File: src/rtl/smart_home_pkg.sv
// rtl/smart_home_pkg.sv - shared time-code constants and decode helpers
package smart_home_pkg;

  localparam logic [3:0] TC_OFF  = 4'b0000;
  localparam logic [3:0] TC_T1   = 4'b0001;
  localparam logic [3:0] TC_T2   = 4'b0010;
  localparam logic [3:0] TC_USER = 4'b0100;
  localparam logic [3:0] TC_T3   = 4'b1000;

  // Source a shade channel picks its target from when no override is active
  typedef enum logic [2:0] {
    SEL_ZERO,
    SEL_T1,
    SEL_T2,
    SEL_USER,
    SEL_HOLD
  } tsel_e;

  function automatic logic tcode_legal(input logic [3:0] tc);
    return (tc == TC_OFF) || (tc == TC_T1) || (tc == TC_T2) ||
           (tc == TC_USER) || (tc == TC_T3);
  endfunction

  function automatic tsel_e tcode_decode(input logic [3:0] tc);
    tsel_e sel;
    case (tc)
      TC_OFF, TC_T3: sel = SEL_ZERO;
      TC_T1:         sel = SEL_T1;
      TC_T2:         sel = SEL_T2;
      TC_USER:       sel = SEL_USER;
      default:       sel = SEL_HOLD;
    endcase
    return sel;
  endfunction

endpackage

File: src/rtl/shade_channel.sv
// rtl/shade_channel.sv - per-window target register and one-level-per-tick slew
module shade_channel
  import smart_home_pkg::*;
#(
  parameter int                 LEVEL_W = 4,
  parameter logic [LEVEL_W-1:0] LVL_T1  = {LEVEL_W{1'b1}},
  parameter logic [LEVEL_W-1:0] LVL_T2  = LEVEL_W'(12)
) (
  input  logic               clk,
  input  logic               rst_n,
  input  logic               step_tick_i,
  input  tsel_e              tsel_i,
  input  logic [LEVEL_W-1:0] ulight_i,
  input  logic               ovr_en_i,
  input  logic [LEVEL_W-1:0] ovr_lvl_i,
  output logic [LEVEL_W-1:0] wshade_o,
  output logic [LEVEL_W-1:0] target_o,
  output logic               moving_o
);

  logic [LEVEL_W-1:0] target_d, target_q;
  logic [LEVEL_W-1:0] pos_d, pos_q;

  always_comb begin
    target_d = target_q;
    if (ovr_en_i) begin
      target_d = ovr_lvl_i;
    end else begin
      case (tsel_i)
        SEL_ZERO: target_d = '0;
        SEL_T1:   target_d = LVL_T1;
        SEL_T2:   target_d = LVL_T2;
        SEL_USER: target_d = ulight_i;
        default:  target_d = target_q;
      endcase
    end
  end

  // Slew compares against the registered target, so a same-cycle target
  // change only steers the following tick; the strict compares rule out wrap.
  always_comb begin
    pos_d = pos_q;
    if (step_tick_i) begin
      if (pos_q < target_q) begin
        pos_d = pos_q + 1'b1;
      end else if (pos_q > target_q) begin
        pos_d = pos_q - 1'b1;
      end
    end
  end

  always_ff @(posedge clk or negedge rst_n) begin
    if (!rst_n) begin
      target_q <= '0;
      pos_q    <= '0;
    end else begin
      target_q <= target_d;
      pos_q    <= pos_d;
    end
  end

  assign wshade_o = pos_q;
  assign target_o = target_q;
  assign moving_o = (pos_q != target_q);

endmodule

File: src/rtl/window_shade_controller.sv
// rtl/window_shade_controller.sv - multi-window shade controller with shared step prescaler
module window_shade_controller
  import smart_home_pkg::*;
#(
  parameter int                 N_WIN    = 4,
  parameter int                 LEVEL_W  = 4,
  parameter int                 STEP_DIV = 1000,
  parameter logic [LEVEL_W-1:0] LVL_T1   = {LEVEL_W{1'b1}},
  parameter int                 LVL_T2   = 12
) (
  input  logic                     clk,
  input  logic                     rst_n,
  input  logic [3:0]               tcode,
  input  logic [N_WIN*LEVEL_W-1:0] ulight,
  input  logic [N_WIN-1:0]         ovr_en,
  input  logic [N_WIN*LEVEL_W-1:0] ovr_lvl,
  output logic [N_WIN*LEVEL_W-1:0] wshade,
  output logic [N_WIN*LEVEL_W-1:0] target,
  output logic [N_WIN-1:0]         moving,
  output logic                     tcode_err
);

  localparam int               CNT_W   = (STEP_DIV > 1) ? $clog2(STEP_DIV) : 1;
  localparam logic [CNT_W-1:0] CNT_MAX = CNT_W'(STEP_DIV - 1);

  logic [CNT_W-1:0] cnt_d, cnt_q;
  logic             step_tick;
  logic             tcode_err_q;
  tsel_e            tsel;

  // With STEP_DIV=1 the counter sits at 0 == CNT_MAX, so every cycle ticks
  assign step_tick = (cnt_q == CNT_MAX);
  assign cnt_d     = step_tick ? '0 : cnt_q + 1'b1;
  assign tsel      = tcode_decode(tcode);

  always_ff @(posedge clk or negedge rst_n) begin
    if (!rst_n) begin
      cnt_q       <= '0;
      tcode_err_q <= 1'b0;
    end else begin
      cnt_q       <= cnt_d;
      tcode_err_q <= ~tcode_legal(tcode);
    end
  end

  assign tcode_err = tcode_err_q;

  for (genvar i = 0; i < N_WIN; i++) begin : g_win
    shade_channel #(
      .LEVEL_W (LEVEL_W),
      .LVL_T1  (LVL_T1),
      .LVL_T2  (LEVEL_W'(LVL_T2))
    ) u_chan (
      .clk         (clk),
      .rst_n       (rst_n),
      .step_tick_i (step_tick),
      .tsel_i      (tsel),
      .ulight_i    (ulight[i*LEVEL_W +: LEVEL_W]),
      .ovr_en_i    (ovr_en[i]),
      .ovr_lvl_i   (ovr_lvl[i*LEVEL_W +: LEVEL_W]),
      .wshade_o    (wshade[i*LEVEL_W +: LEVEL_W]),
      .target_o    (target[i*LEVEL_W +: LEVEL_W]),
      .moving_o    (moving[i])
    );
  end

endmodule
File: config.mk
export PLATFORM = sky130hd
export DESIGN_NAME = window_shade_controller
export DESIGN_NICKNAME = d
export VERILOG_FILES = /design/src/rtl/smart_home_pkg.sv /design/src/rtl/shade_channel.sv /design/src/rtl/window_shade_controller.sv
export SDC_FILE = /design/constraint.sdc
export NUM_CORES = 1
export LEC_CHECK = 0
export BUFFER_PORTS_ARGS = -buffer_cell sky130_fd_sc_hd__buf_2
export CORE_ASPECT_RATIO = 0.5
export CORE_MARGIN = 2
export CORE_UTILIZATION = 58
export CTS_BUF_LIST = sky130_fd_sc_hd__clkbuf_4 sky130_fd_sc_hd__clkbuf_8
export DETAILED_ROUTE_END_ITERATION = 10
export PLACE_DENSITY_LB_ADDON = 0.15
export SLEW_MARGIN = 40
export SYNTH_ARGS = -nofsm -noshare
export SYNTH_HDL_FRONTEND = slang
export SYNTH_SLANG_ARGS = --single-unit
export TNS_END_PERCENT = 10
File: constraint.sdc
create_clock -name clk -period 7.2 [get_ports clk]
set_clock_uncertainty 0.15 [all_clocks]
set_input_delay 1.44 -clock clk [delete_from_list [all_inputs] [get_ports clk]]
set_output_delay 1.44 -clock clk [all_outputs]
set_load 0.05 [all_outputs]
[After elaboration in Yosys (flattened, before gate mapping)]
Index checks and enable logic that the tools add are counted.
Operators by class
  multiplexer cells: 18
  reduce and logical (&&, ||, !) cells: 19
  $add $sub $neg: 9
  $lt $le $gt $ge: 8
  equal/unequal tests: 12
  bitwise logic cells: 1
Operators with widths (number)
  4-bit case mux with 4 select lines: 4
  4-bit 2-to-1 mux: 12
  5-bit nonzero test: 4
  4-bit by 1-bit adder with 4-bit output (second input constant): 4
  4-bit greater-than comparator: 4
  4-bit < comparator: 4
  4-bit inequality test: 4
  4-bit by 1-bit subtractor with 4-bit output (second input constant): 4
  3-bit case mux with 4 select lines: 1
  10-bit by 1-bit adder with 10-bit output (second input constant): 1
  10-bit equality test (second input constant): 1
  10-bit 2-to-1 mux: 1
  2-bit AND reduction: 4
  2-bit nonzero test: 4
  3-bit by 2-bit equality test with 1-bit output (second input constant): 2
  4-bit by 1-bit equality test with 1-bit output (second input constant): 1
  4-bit by 2-bit equality test with 1-bit output (second input constant): 1
  4-bit by 3-bit equality test with 1-bit output (second input constant): 1
  4-bit equality test (second input constant): 1
  4-bit logical NOT: 1
  1-bit logical OR: 4
  3-bit by 1-bit equality test with 1-bit output (second input constant): 1
  3-bit logical NOT: 1
  2-bit OR reduction: 1
  1-bit NOT: 1
Storage, ports and cells
  logic and storage cells: 77
  output and inout bits: 37
  flip-flop bits (word level): 43
  input port bits: 42

[Logic depth before layout (Yosys ltp)]
  word-level depth: 6
  mapped depth: 11
  depth with buffers taken out: 11

[By module]
Synthesis repeated with hierarchy kept, for this count alone.
Second synthesis, totals
  cell total of the unflattened synthesis: 286
  area, all modules: 2771.4 um2
Modules (own cells, without submodules)
  shade_channel: instances 4, seq. area each 200.2 um2, area each 551.8 um2, cells an instance 58
  window_shade_controller: instances 1, seq. area each 275.3 um2, area each 564.3 um2, cells an instance 54

[Worst setup path after synthesis]
OpenSTA, ideal clock, no wires.
  path kind: register to register
  from: reg g_win[1].u_chan.pos_q[1]
  to: reg g_win[1].u_chan.pos_q[3]
  period minus slack after synthesis: 3049 ps
  required time: 6968 ps
  stages on the path, launching flop included: 11
  arrival time: 2817 ps
  setup time: 82 ps
  setup slack: 4151 ps
  path through: dfrtp_1 ha_1 nor2b_1 o211a_1 or2_2 ha_1 a21o_1 a21oi_1 or3_2 a21oi_1 xor2_1
Between the ends
  longest elaborated chain between the ends: 3
  elaborated cells between the ends (all ways): 8
  classes of those cells: add/sub (2); order compare (2); mux (2); reduce/logical (2)
RTL lines
  start, declared: RTL line shade_channel.sv:22  | logic [LEVEL_W-1:0] pos_d, pos_q;
  start signal, assigned: RTL line shade_channel.sv:58  | pos_q <= pos_d;
  4-bit by 1-bit subtractor with 4-bit output, or another cell as far along: RTL line shade_channel.sv:47  | pos_d = pos_q - 1'b1;
  4-bit 2-to-1 mux or 2-bit nonzero test (tied branches)
  4-bit 2-to-1 mux or 2-bit AND reduction (tied branches)
Several ways; a longest one is shown, not always the timed one. The select of a mux whose other input is x is not followed.
A chain may end at the register's enable or synchronous reset.

[Worst setup path after layout]
  from: reg g_win[0].u_chan.pos_q[0]
  to: out moving[0]
Between the ends
  longest elaborated chain between the ends: 1
RTL lines
  start, declared: RTL line shade_channel.sv:22
  start signal, assigned: RTL line shade_channel.sv:58
  4-bit inequality test: RTL line shade_channel.sv:64  | assign moving_o = (pos_q != target_q);
  end, declared: RTL line window_shade_controller.sv:19  | output logic [N_WIN-1:0] moving,
No other way between the ends.

==> flow_metrics.env <==
export IMPL_status="completed"
export IMPL_cts_resized=0
export IMPL_async_reset_ff_frac=1.000
export IMPL_p_per_area_nw_per_um2=168.0
export IMPL_post_route_period_util=0.4369
export IMPL_htreeDepth=2
export IMPL_clk_path_buf_depth=2
export IMPL_io_pins=79
export IMPL_setup_violations=0
export IMPL_synth_area_leader_cell="dfrtp_1"
export IMPL_cts_tree="done"
export IMPL_tightestPinTransition_ns=0.6355
export IMPL_grt_pass1_vias=2237
export IMPL_layout_min_cycle_time_ns=3.146
export IMPL_synthDistinctLibCells=35
export IMPL_syn2layout_area_growth_pct=18.93
export IMPL_routed_via_density=5.403
export IMPL_fillers=365
export IMPL_die_area_um2=5280
export IMPL_required_ns=5.61
export IMPL_cts_sinks=43
export IMPL_yosysSeqAreaShare=0.3961
export IMPL_layout_area_seq_um2=1076
export IMPL_grt_pass1_wl_um=9901
export IMPL_drt_wl_total_um=5890
export IMPL_slew_violations=0
export IMPL_fmax_mhz=317.9
export IMPL_slowest_stage="dfrtp_1"
export IMPL_finalSetupTns_ns=0
export IMPL_min_path_type="reg -> reg"
export IMPL_first_pass_iters=4
export IMPL_clk_latency_ns=0.29
export IMPL_path_delay_family="flip-flops"
export IMPL_critPathBufInv=2
export IMPL_synth_top_flop_cell="dfrtp_1"
export IMPL_cp_start_kind="flop"
export IMPL_dp_slack_ns=4.120
export IMPL_synth_top_area_frac=0.3961
export IMPL_netlist_instances=293
export IMPL_grt_usage=0.2434
export IMPL_drt_iter0_drc=69
export IMPL_relSlewSlack=0.5731
export IMPL_synth_area_um2=2716
export IMPL_synthTopCellsByArea="dfrtp_1 (40%), ha_1 (12%), o21ai_0 (9.6%)"
export IMPL_drc=0
export IMPL_vias=2307
export IMPL_grt_antenna_before_repair=0
export IMPL_cp_max_fo=5
export IMPL_start_util=0.6110
export IMPL_holdBufCountCts=0
export IMPL_syn_mean_instance_area_um2=9.271
export IMPL_whs_ns=0.3410
export IMPL_maxCapViolCount=0
export IMPL_finalNonFillerCells=427
export IMPL_coreArea_um2=4446
export IMPL_peakVddDrop_mv=0.1061
export IMPL_synth_edf_count=0
export IMPL_grt_max_degree=44
export IMPL_drive_gt1_frac=0.2838
export IMPL_worstSetupPathType="reg -> out"
export IMPL_rsz0062_at_grt="no"
export IMPL_yosys_warnings=0
export IMPL_path_clk_slew_ns=0.08
export IMPL_cts_buffers=5
export IMPL_post_cts_setup_buffers=0
export IMPL_fin_util=0.7267
export IMPL_std_cell_rows=17
export IMPL_cp_end_kind="output port"
export IMPL_port_buffers=78
export IMPL_leakage_nw=1.753
export IMPL_ys_ff_latch=43
export IMPL_gp_congestion=0.7953
export IMPL_syn_nets=364
export IMPL_multi_input_area_um2=1538
export IMPL_gr_total_overflow=0
export IMPL_placedCellCount=419
export IMPL_slowest_delay_ns=0.47
export IMPL_final_nets=440
export IMPL_ant_nets=0
export IMPL_die_w_um=100.8
export IMPL_dp_hpwl_um=4604
export IMPL_cts_root_buffer="clkbuf_8"
export IMPL_cp_cell_sequence="inv_1 -> ha_1 -> nand4_1 -> buf_2"
export IMPL_diodes=0
export IMPL_hold_viol=0
export IMPL_die_h_um=52.39
export IMPL_worst_slack_ns=4.054
export IMPL_post_drt_wl_per_cell_um=13.79
export IMPL_arrival_ns=1.56
## worst paths after layout
kind / startpoint / to / slack [ns] / depth (start not counted)
setup reg to reg: g_win[1].u_chan.wshade_o[1] / g_win[1].u_chan.wshade_o[3] / 4.20 / 10
max in group asynchronous: rst_n / g_win[3].u_chan.target_o[2] / 5.54 / 1
hold reg to reg: cnt_q[9] / cnt_q[9] / 0.34 / 1
hold / removal: cnt_q[9] / cnt_q[9] / 0.34 / 1
min in group asynchronous: rst_n / cnt_q[8] / 0.97 / 1
setup / recovery: g_win[0].u_chan.wshade_o[0] / moving[0] / 4.05 / 4
## kinds of logic (layout without fill, tap and decap cells)
kind of cell    after synthesis  after routing  share of synthesized area
simple gates                 76             76                     0.1433
compound gates               98             98                     0.2031
flops                        43             43                     0.3961
buf+inv                      26            103                    0.04145
fa+ha+maj                    29             29                     0.1446
xor+xnor                     17             17                    0.05482
mux                           4              4                    0.01658
## through the flow
stage | total power, W | instance area (µm²)
6_report | 0.0005427 | 3231
3_5_place_dp | 0.0003927 | 3132
4_1_cts | 0.0005481 | 3221
5_1_grt | 0.0005713 | 3231
3_3_place_gp | 0.0003882 | 3129
2_1_floorplan | 0.0003532 | 2716
## cells in the final DEF, fill, tap and decap left out, drive strengths merged, types with 5 or more instances in the layout
master  count
nor2b       5
xnor2       9
o22ai       8
o21ai      56
nand2      33
xor2        8
clkbuf      6
buf        78
inv        16
nor2       10
nand4       5
a21o        8
dfrtp      43
a21oi      18
nor3        5
ha         25
or3         5
## area by class of cell
cell class	instances	area share
clock buffers	6	0.02363
inverters	17	0.01975
well taps	57	0.02208
repair buffers	78	0.1216
multi-input cells	224	0.4760
flip-flops and latches	43	0.3331
clock inverters	2	0.003873
## state kept, by name (all words and copies together) (netlist names)
name / flops
g_win.u_chan.target_o: 16
g_win.u_chan.wshade_o: 16
cnt_q: 10
tcode_err: 1
## cells in the mapped netlist (2+ instances only)
master	instances
or3_2	4
nor3_1	5
mux2_2	4
o21ai_1	4
xor2_1	8
buf_4	4
a21oi_1	18
clkbuf_1	4
inv_1	16
ha_1	25
o22ai_1	8
nand3_1	4
fa_1	4
a211oi_1	2
xnor2_1	9
or2_2	4
o211a_1	4
nor2b_1	5
o21ai_0	52
dfrtp_1	43
nand2_1	33
nor2_1	10
nand4_1	4
a21o_1	8
## power breakdown
part | switching, W | internal, W | total (W)
combinational | 0.0000887 | 0.0000405 | 0.000129
sequential | 0.00000832 | 0.000251 | 0.000259
clock | 0.0000826 | 0.0000716 | 0.000154
total | 0.000180 | 0.000363 | 0.000543
## routing by layer
layer,GRT usage,up-vias,share of wire
met1,0.2999,1078,0.45
met4,0.06849,0,0.0042
li1,-,1190,-
met3,0.05333,5,0.030
met2,0.4378,34,0.52
met5,0,-,0
Note: power is estimated with default switching activity, not from simulation.
